<file path="config.mk">
export PLATFORM = sky130hd
export DESIGN_NAME = dut_host_initiator
export DESIGN_NICKNAME = d
export VERILOG_FILES = /design/src/rtl/dut_host_initiator_pkg.sv /design/src/rtl/dut_host_poll_timer.sv /design/src/rtl/dut_host_initiator.sv
export SDC_FILE = /design/constraint.sdc
export NUM_CORES = 1
export LEC_CHECK = 0
export CAP_MARGIN = 20
export CELL_PAD_IN_SITES_DETAIL_PLACEMENT = 0
export CELL_PAD_IN_SITES_GLOBAL_PLACEMENT = 2
export CORE_ASPECT_RATIO = 1.25
export CORE_MARGIN = 3
export CORE_UTILIZATION = 32
export CTS_CLUSTER_DIAMETER = 200
export DETAILED_ROUTE_END_ITERATION = 10
export GPL_ROUTABILITY_DRIVEN = 0
export PLACE_DENSITY_LB_ADDON = 0.1
export SLEW_MARGIN = 20
export SYNTH_ARGS = -nofsm -noshare
export SYNTH_HDL_FRONTEND = slang
export SYNTH_SLANG_ARGS = --single-unit
</file>
<file path="constraint.sdc">
create_clock -name CLK -period 2.8 [get_ports CLK]
set_input_delay 0.28 -clock CLK [delete_from_list [all_inputs] [get_ports CLK]]
set_output_delay 0.28 -clock CLK [all_outputs]
set_load 0.02 [all_outputs]
</file>
<file path="src/rtl/dut_host_initiator_pkg.sv">
// Shared definitions for the OR-combiner host initiator.
//   - state_t        : initiator FSM state encoding (6 states, 3 bits)
//   - ADDR_*_DEF     : DUT register addresses used as parameter defaults
//   - STATUS_YVALID_BIT : bit of the status word that flags "Y not empty"
//   - DATA_W         : DUT data path width
//   - sat_inc8       : saturating 8-bit increment
package dut_host_initiator_pkg;

  localparam int DATA_W = 8;

  localparam logic [2:0] ADDR_A_DEF      = 3'd0;
  localparam logic [2:0] ADDR_B_DEF      = 3'd5;
  localparam logic [2:0] ADDR_STATUS_DEF = 3'd2;
  localparam logic [2:0] ADDR_Y_DEF      = 3'd3;

  localparam int STATUS_YVALID_BIT = 0;

  typedef enum logic [2:0] {
    ST_IDLE = 3'd0,
    ST_WR_A = 3'd1,
    ST_WR_B = 3'd2,
    ST_POLL = 3'd3,
    ST_RD_Y = 3'd4,
    ST_RESP = 3'd5
  } state_t;

  function automatic logic [7:0] sat_inc8(input logic [7:0] v);
    return (v == 8'hFF) ? v : v + 8'd1;
  endfunction

endpackage

</file>
<file path="src/rtl/dut_host_poll_timer.sv">
// Loadable cycle counter with clear, enable and terminal-count flag.
// Counting stops at the terminal value, so it never wraps.
// Ports:
//   CLK, RST    : clock, asynchronous active-high reset (count -> 0)
//   i_clr       : synchronous clear (highest priority)
//   i_load      : load i_load_val
//   i_load_val  : value to load
//   i_en        : advance count by one
//   o_tc        : count equals terminal value TC
module dut_host_poll_timer #(
  parameter int TC = 299,
  parameter int W  = (TC > 0) ? $clog2(TC + 1) : 1
) (
  input  logic         CLK,
  input  logic         RST,
  input  logic         i_clr,
  input  logic         i_load,
  input  logic [W-1:0] i_load_val,
  input  logic         i_en,
  output logic         o_tc
);

  localparam logic [W-1:0] TC_V = W'(TC);

  logic [W-1:0] r_count;

  always_ff @(posedge CLK or posedge RST) begin
    if (RST) begin
      r_count <= '0;
    end else if (i_clr) begin
      r_count <= '0;
    end else if (i_load) begin
      r_count <= i_load_val;
    end else if (i_en && (r_count != TC_V)) begin
      r_count <= r_count + W'(1);
    end
  end

  assign o_tc = (r_count == TC_V);

endmodule

</file>
<file path="src/rtl/dut_host_initiator.sv">
// Bus initiator for the register-mapped OR-combiner DUT.
// Takes one (a, b) command, writes a then b to the DUT, polls the Y status
// register, reads/dequeues Y once and returns it on the response port.
// A poll that runs TIMEOUT cycles without seeing Y aborts with rsp_timeout=1.
// Ports:
//   CLK, RST                       : clock, asynchronous active-high reset
//   cmd_valid/cmd_ready/cmd_a/cmd_b: command handshake and operands
//   rsp_valid/rsp_ready            : response handshake
//   rsp_data/rsp_timeout           : Y value (0 on abort) and abort flag
//   write_address/data/en, write_rdy : DUT write port
//   read_address/en, read_data, read_rdy : DUT read port (read_en dequeues Y)
//   busy                           : not in IDLE
//   timeout_count                  : aborts since reset, saturating at 255
module dut_host_initiator
  import dut_host_initiator_pkg::*;
#(
  parameter logic [2:0] ADDR_A      = ADDR_A_DEF,
  parameter logic [2:0] ADDR_B      = ADDR_B_DEF,
  parameter logic [2:0] ADDR_STATUS = ADDR_STATUS_DEF,
  parameter logic [2:0] ADDR_Y      = ADDR_Y_DEF,
  parameter int         TIMEOUT     = 300
) (
  input  logic              CLK,
  input  logic              RST,
  input  logic              cmd_valid,
  output logic              cmd_ready,
  input  logic [DATA_W-1:0] cmd_a,
  input  logic [DATA_W-1:0] cmd_b,
  output logic              rsp_valid,
  input  logic              rsp_ready,
  output logic [DATA_W-1:0] rsp_data,
  output logic              rsp_timeout,
  output logic [2:0]        write_address,
  output logic [DATA_W-1:0] write_data,
  output logic              write_en,
  input  logic              write_rdy,
  output logic [2:0]        read_address,
  output logic              read_en,
  input  logic [DATA_W-1:0] read_data,
  input  logic              read_rdy,
  output logic              busy,
  output logic [7:0]        timeout_count
);

  localparam int PW = (TIMEOUT > 1) ? $clog2(TIMEOUT) : 1;

  state_t            r_state;
  logic [DATA_W-1:0] r_a;
  logic [DATA_W-1:0] r_b;
  logic [DATA_W-1:0] r_rsp_data;
  logic              r_rsp_timeout;
  logic [7:0]        r_timeout_count;

  logic w_status_hit;
  logic w_poll_clr;
  logic w_poll_en;
  logic w_poll_tc;

  assign w_status_hit = read_rdy && read_data[STATUS_YVALID_BIT];

  // Held at zero outside POLL, so every poll phase starts from a fresh count.
  assign w_poll_clr = (r_state != ST_POLL);
  assign w_poll_en  = (r_state == ST_POLL) && !w_status_hit;

  dut_host_poll_timer #(
    .TC (TIMEOUT - 1),
    .W  (PW)
  ) u_poll_timer (
    .CLK        (CLK),
    .RST        (RST),
    .i_clr      (w_poll_clr),
    .i_load     (1'b0),
    .i_load_val ({PW{1'b0}}),
    .i_en       (w_poll_en),
    .o_tc       (w_poll_tc)
  );

  always_ff @(posedge CLK or posedge RST) begin
    if (RST) begin
      r_state         <= ST_IDLE;
      r_a             <= '0;
      r_b             <= '0;
      r_rsp_data      <= '0;
      r_rsp_timeout   <= 1'b0;
      r_timeout_count <= '0;
    end else begin
      case (r_state)
        ST_IDLE: begin
          if (cmd_valid) begin
            r_a     <= cmd_a;
            r_b     <= cmd_b;
            r_state <= ST_WR_A;
          end
        end
        ST_WR_A: begin
          if (write_rdy) r_state <= ST_WR_B;
        end
        ST_WR_B: begin
          if (write_rdy) r_state <= ST_POLL;
        end
        ST_POLL: begin
          if (w_status_hit) begin
            r_state <= ST_RD_Y;
          end else if (w_poll_tc) begin
            // This cycle is the TIMEOUT-th unsuccessful poll: abort.
            r_rsp_data      <= '0;
            r_rsp_timeout   <= 1'b1;
            r_timeout_count <= sat_inc8(r_timeout_count);
            r_state         <= ST_RESP;
          end
        end
        ST_RD_Y: begin
          if (read_rdy) begin
            r_rsp_data    <= read_data;
            r_rsp_timeout <= 1'b0;
            r_state       <= ST_RESP;
          end
        end
        ST_RESP: begin
          if (rsp_ready) r_state <= ST_IDLE;
        end
        default: r_state <= ST_IDLE;
      endcase
    end
  end

  // Bus and handshake outputs depend on the state register only.
  assign cmd_ready     = (r_state == ST_IDLE);
  assign busy          = (r_state != ST_IDLE);
  assign rsp_valid     = (r_state == ST_RESP);
  assign rsp_data      = r_rsp_data;
  assign rsp_timeout   = r_rsp_timeout;
  assign timeout_count = r_timeout_count;

  assign write_en      = (r_state == ST_WR_A) || (r_state == ST_WR_B);
  assign write_address = (r_state == ST_WR_A) ? ADDR_A :
                         (r_state == ST_WR_B) ? ADDR_B : 3'd0;
  assign write_data    = (r_state == ST_WR_A) ? r_a :
                         (r_state == ST_WR_B) ? r_b : '0;

  assign read_en       = (r_state == ST_RD_Y);
  assign read_address  = (r_state == ST_POLL) ? ADDR_STATUS :
                         (r_state == ST_RD_Y) ? ADDR_Y : 3'd0;

endmodule
</file>
Word level (Yosys, flattened, before mapping)
Index checks and enable logic that the tools add are counted.

Bits in registers: 45. Latch bits: 0. Memory bits (writable): 0. Memory bits (read-only): 0. Input port bits: 30. Output and inout bits: 36. Memories kept: 0.

$add $sub $neg: 2. Multiply operators: 0. Div/mod/pow operators: 0. Order comparisons: 0. Equality and inequality tests: 17. Shift-type cells: 0. Muxes and demuxes: 24. Bitwise gates (word level): 2. Reduce and logical (&&, ||, !) cells: 13.

Operators by type and width (count): 8-bit 2-to-1 mux (5); 3-bit 2-to-1 mux (9); 9-bit 2-to-1 mux (2); 3-bit case mux with 6 select lines (1); 8-bit case mux with 2 select lines (1); 9-bit by 1-bit adder with 9-bit output, second input constant (1); 9-bit == test, second input constant (1); 9-bit != test, second input constant (1); 8-bit by 1-bit adder with 8-bit output, second input constant (1); 8-bit == test, second input constant (1); 2-bit != test, second input constant (4); 4-bit AND reduction (2); 3-bit by 2-bit == test with 1-bit output, second input constant (2); 3-bit == test, second input constant (2); 2-bit by 1-bit != test with 1-bit output, second input constant (3); 3-bit by 2-bit != test with 1-bit output, second input constant (2); 6-bit AND reduction (1); 2-bit 2-to-1 mux (2); 2-bit nonzero test (2); 3-bit by 1-bit == test with 1-bit output, second input constant (1); 1-bit logical AND (3); 3-bit logical NOT (1); 1-bit 2-to-1 mux (3); 3-bit nonzero test (1); 5 further kinds (6).

Logic depth before layout (Yosys ltp)
Depth after elaboration: 6. Mapped depth: 6.

Hierarchy
From an unflattened synthesis, not the netlist that was laid out.

Cells, all modules: 225. Area total of the unflattened synthesis: 2438.6 sq um.

By module, submodules not included: dut_host_initiator (times used 1, cells an instance 157, area each 1853.0 sq um, sequential area each 900.9 sq um); dut_host_poll_timer (times used 1, cells an instance 68, area each 585.6 sq um, sequential area each 225.2 sq um).

Worst setup path before layout
OpenSTA, ideal clock, no wires.

Kind: register to register. Start point: reg r_state[2]. End point: reg r_a[0]. Setup time: 128 ps. Arrival time: 1660 ps. Slack: 1012 ps. Stages on the path, launching flop included: 7. Buffers on the path: 3. Cell sequence: dfrtp_1 buf_2 nor3_2 and2_1 buf_2 buf_4 mux2_1.

Longest elaborated chain between the ends: 2.

RTL lines: from (decl) (line dut_host_initiator.sv:47) `state_t r_state;`; from (signal assigned) (line dut_host_initiator.sv:80) `r_state <= ST_IDLE;`; from (signal assigned) (line dut_host_initiator.sv:92) `r_state <= ST_WR_A;`; from (signal assigned) (line dut_host_initiator.sv:96) `if (write_rdy) r_state <= ST_WR_B;`; 3-bit logical NOT; net cmd_ready (line dut_host_initiator.sv:26) `output logic cmd_ready,`; 2-bit AND reduction (no line); to (signal assigned) (line dut_host_initiator.sv:90) `r_a <= cmd_a;`; to (decl) (line dut_host_initiator.sv:48) `logic [DATA_W-1:0] r_a;`.

The timed path passes the listed nets, and every way through them passes these cells. A chain may end at the register's enable or synchronous reset.

Worst setup path in the final report
Start point: reg r_state[2]. End point: out read_address[1].

Longest elaborated chain between the ends: 3.

RTL lines: 3-bit == test (line dut_host_initiator.sv:143) `(r_state == ST_RD_Y) ? ADDR_Y : 3'd0;`; 2-bit 2-to-1 mux (line dut_host_initiator.sv:143); 2-bit 2-to-1 mux (*) (line dut_host_initiator.sv:142) `assign read_address = (r_state == ST_POLL) ? ADDR_STATUS :`; to (decl) (line dut_host_initiator.sv:37) `output logic [2:0] read_address,`.

Every way passes the cells marked *; elsewhere a longest branch is shown, timed or not.

==> metrics.yaml <==
ys_warn_count: 0
viasPerCell: 4.841
arrival_ns: 2.29
row_count: 33
clkLatencyLatePin_ns: 0.30
root_buffer: "clkbuf_8"
fmax_mhz: 388.4
dr_total_vias: 1670
syn-instance-count: 194
finalSetupTns_ns: 0
slowest_stage: "dfrtp_1"
cp-start-kind: "flip-flop"
grt_start_max_net_pins: 23
multiInputGateArea_sq_mm: 0.001028
cts_hold_buf: 0
worstPathRequired_ns: 2.52
power_density_mw_per_mm2: 911.1
cts_tree: "done"
core-area_sq_mm: 0.006689
worst_pin_slew_ns: 0.5674
finalCritPeriodShare: 0.9195
hold_path.class: "in2async"
port_buffers: 63
fin_nets: 289
ios: 66
total_leakage_power_nw: 1.297
ctsResizeCount: 0
initial_core_util: 0.3343
die_x_um: 80.77
hold_viol_final: 0
crit_buf_inv: 2
drt_pass1_iterations: 4
synthFlopType: "dfrtp_1"
setup_viol: 0
syn_area_per_cell_sq_um: 11.53
path_cells: "inv_1 > nor3_2 > or2_2 > clkdlybuf4s50_1"
clock_path_buffers: 2
hold_ws_ns: 0.1881
vdd_drop_max_mv: 0.4054
post_cts_buffers: 0
final_core_util: 0.4572
path_max_fanout: 17
report.final.slew_viol_count: 0
hpwl_um: 3918
grt_use_total: 0.1379
grt_pass1_wl_um: 8638
seq_area_frac_synth: 0.5036
period_minus_slack_ns: 2.575
cts.sinks: 45
drive_above_1_share: 0.1085
die-area_sq_mm: 0.008032
grt_setup_unrepaired: "no"
die_h_um: 99.46
grt_pass1_vias: 1669
clkSlewWorstSetupHoldPaths_ns: 0.09
diodes: 0
cts_max_level: 2
synth_seq_cells: 45
critical_path_class: "reg2out"
critPathTopFamily: "buffers and inverters"
synthesis.area_sq_mm: 0.002236
slowest_delay_ns: 0.71
maxCapViolCount: 0
ys_types: 43
synth_edf_count: 0
wl_per_cell_um: 15.36
post-route-drc-count: 0
syn_to_final_growth_pct: 36.77
gr-total-overflow: 0
async_flop_share: 1.000
regArea_sq_mm: 0.001126
worst_clock_skew_ns: 0.01314
antenna_found_initial: 0
drt_iter0_markers: 35
cts_buffers: 5
slew_headroom: 0.6217
fillers: 651
outcome: "completed"
drt_wl_total_um: 5298
drtAntennaViolNets: 0
endpoint_kind: "primary output"
power breakdown:
group          internal, mW  switching (mW)
combinational         0.647           0.602
sequential            0.858           0.182
clock                 0.268           0.230
total                  1.77            1.01
through the flow:
step                      instance area (sq um)  total power [mW]  cells  setup WS, ns
final                                      3058             2.786    345        0.2254
after CTS                                  3058             2.827    345        0.1798
after detailed placement                   2947             2.323    337        0.5112
after global placement                     2947             2.316    337        0.5990
after floorplan                            2240             1.785    195         1.012
after global routing                       3058             2.959    345       0.09276
routing by layer:
metal,GRT usage,up-vias,share of wire
met4,0.03901,0,0.011
met3,0.02899,6,0.057
met1,0.1918,811,0.48
met2,0.2168,50,0.45
li1,-,803,-
met5,0,-,0
cell families (layout without fill, tap and decap cells):
kind of cell | after synthesis | after routing | share of synthesized area
DFF | 45 | 45 | 0.5036
and+or+nand+nor | 67 | 67 | 0.1836
xor gates and xnor gates | 12 | 12 | 0.04701
AOI/OAI and AO/OA | 28 | 28 | 0.1002
adders and majority gates | 2 | 2 | 0.01119
other | 1 | 2 | 0.001677
muxes | 22 | 22 | 0.1147
buffers and inverters | 17 | 80 | 0.03805
final cells by class:
class | count | share of cell area
inverters | 4 | 0.004910
repair buffers | 68 | 0.2185
multi-input cells | 133 | 0.3363
clock buffers | 6 | 0.02373
flip-flops and latches | 45 | 0.3682
clock inverters | 2 | 0.01268
well taps | 87 | 0.03560
worst register-to-register path, cell delays in order, from the launching register on:
cell	delay [ns]
dfrtp_1	0.59
and3b_1	0.44
nand4_4	0.23
nor3_1	0.27
mux2_1	0.34
cells in the final DEF (no fill, tap or decap), drive strengths merged, types with 2 or more instances in the layout:
cell type and n:
a21oi 5, a22o 8, a22oi 8, and2 4
and4bb 2, buf 5, clkbuf 6, clkdlybuf4s50 63
clkinv 2, conb 2, dfrtp 45, ha 2
inv 3, mux2 19, mux2i 2, nand2 11
nand3 5, nand4 4, nor2 19, nor2b 3
nor3 8, nor3b 2, nor4 2, nor4b 2
xnor2 5, xor2 7
worst paths after layout:
kind                            startpoint               end  slack, ns  depth (start not counted)
max in group asynchronous              RST        r_state[2]       2.05                          3
worst min register to register      r_b[2]            r_b[2]       0.50                          1
worst min-delay path                   RST       rsp_data[1]       0.19                          2
min in group CLK                    r_b[2]            r_b[2]       0.50                          1
worst max-delay path            r_state[2]   read_address[1]       0.23                          4
worst max register to register  r_state[2]  timeout_count[7]       0.83                          4
registers in the layout (all words and copies together), names as in the netlist:
| signal | cells |
|---|---|
| u_poll_timer.r_count | 9 |
| r_a | 8 |
| r_b | 8 |
| rsp_data | 8 |
| timeout_count | 8 |
| r_state | 3 |
| rsp_timeout | 1 |
cells in the mapped netlist (all sizes together) (5+ instances only):
cell type | number | share of area
dfrtp | 45 | 0.50
mux2 | 19 | 0.096
nor3 | 8 | 0.022
nand3 | 5 | 0.011
a22o | 8 | 0.031
a21oi | 5 | 0.011
a22oi | 8 | 0.027
xnor2 | 5 | 0.020
xor2 | 7 | 0.027
nand2 | 11 | 0.018
nor2 | 19 | 0.033
buf | 9 | 0.025
(Power assumes the default switching activity.)
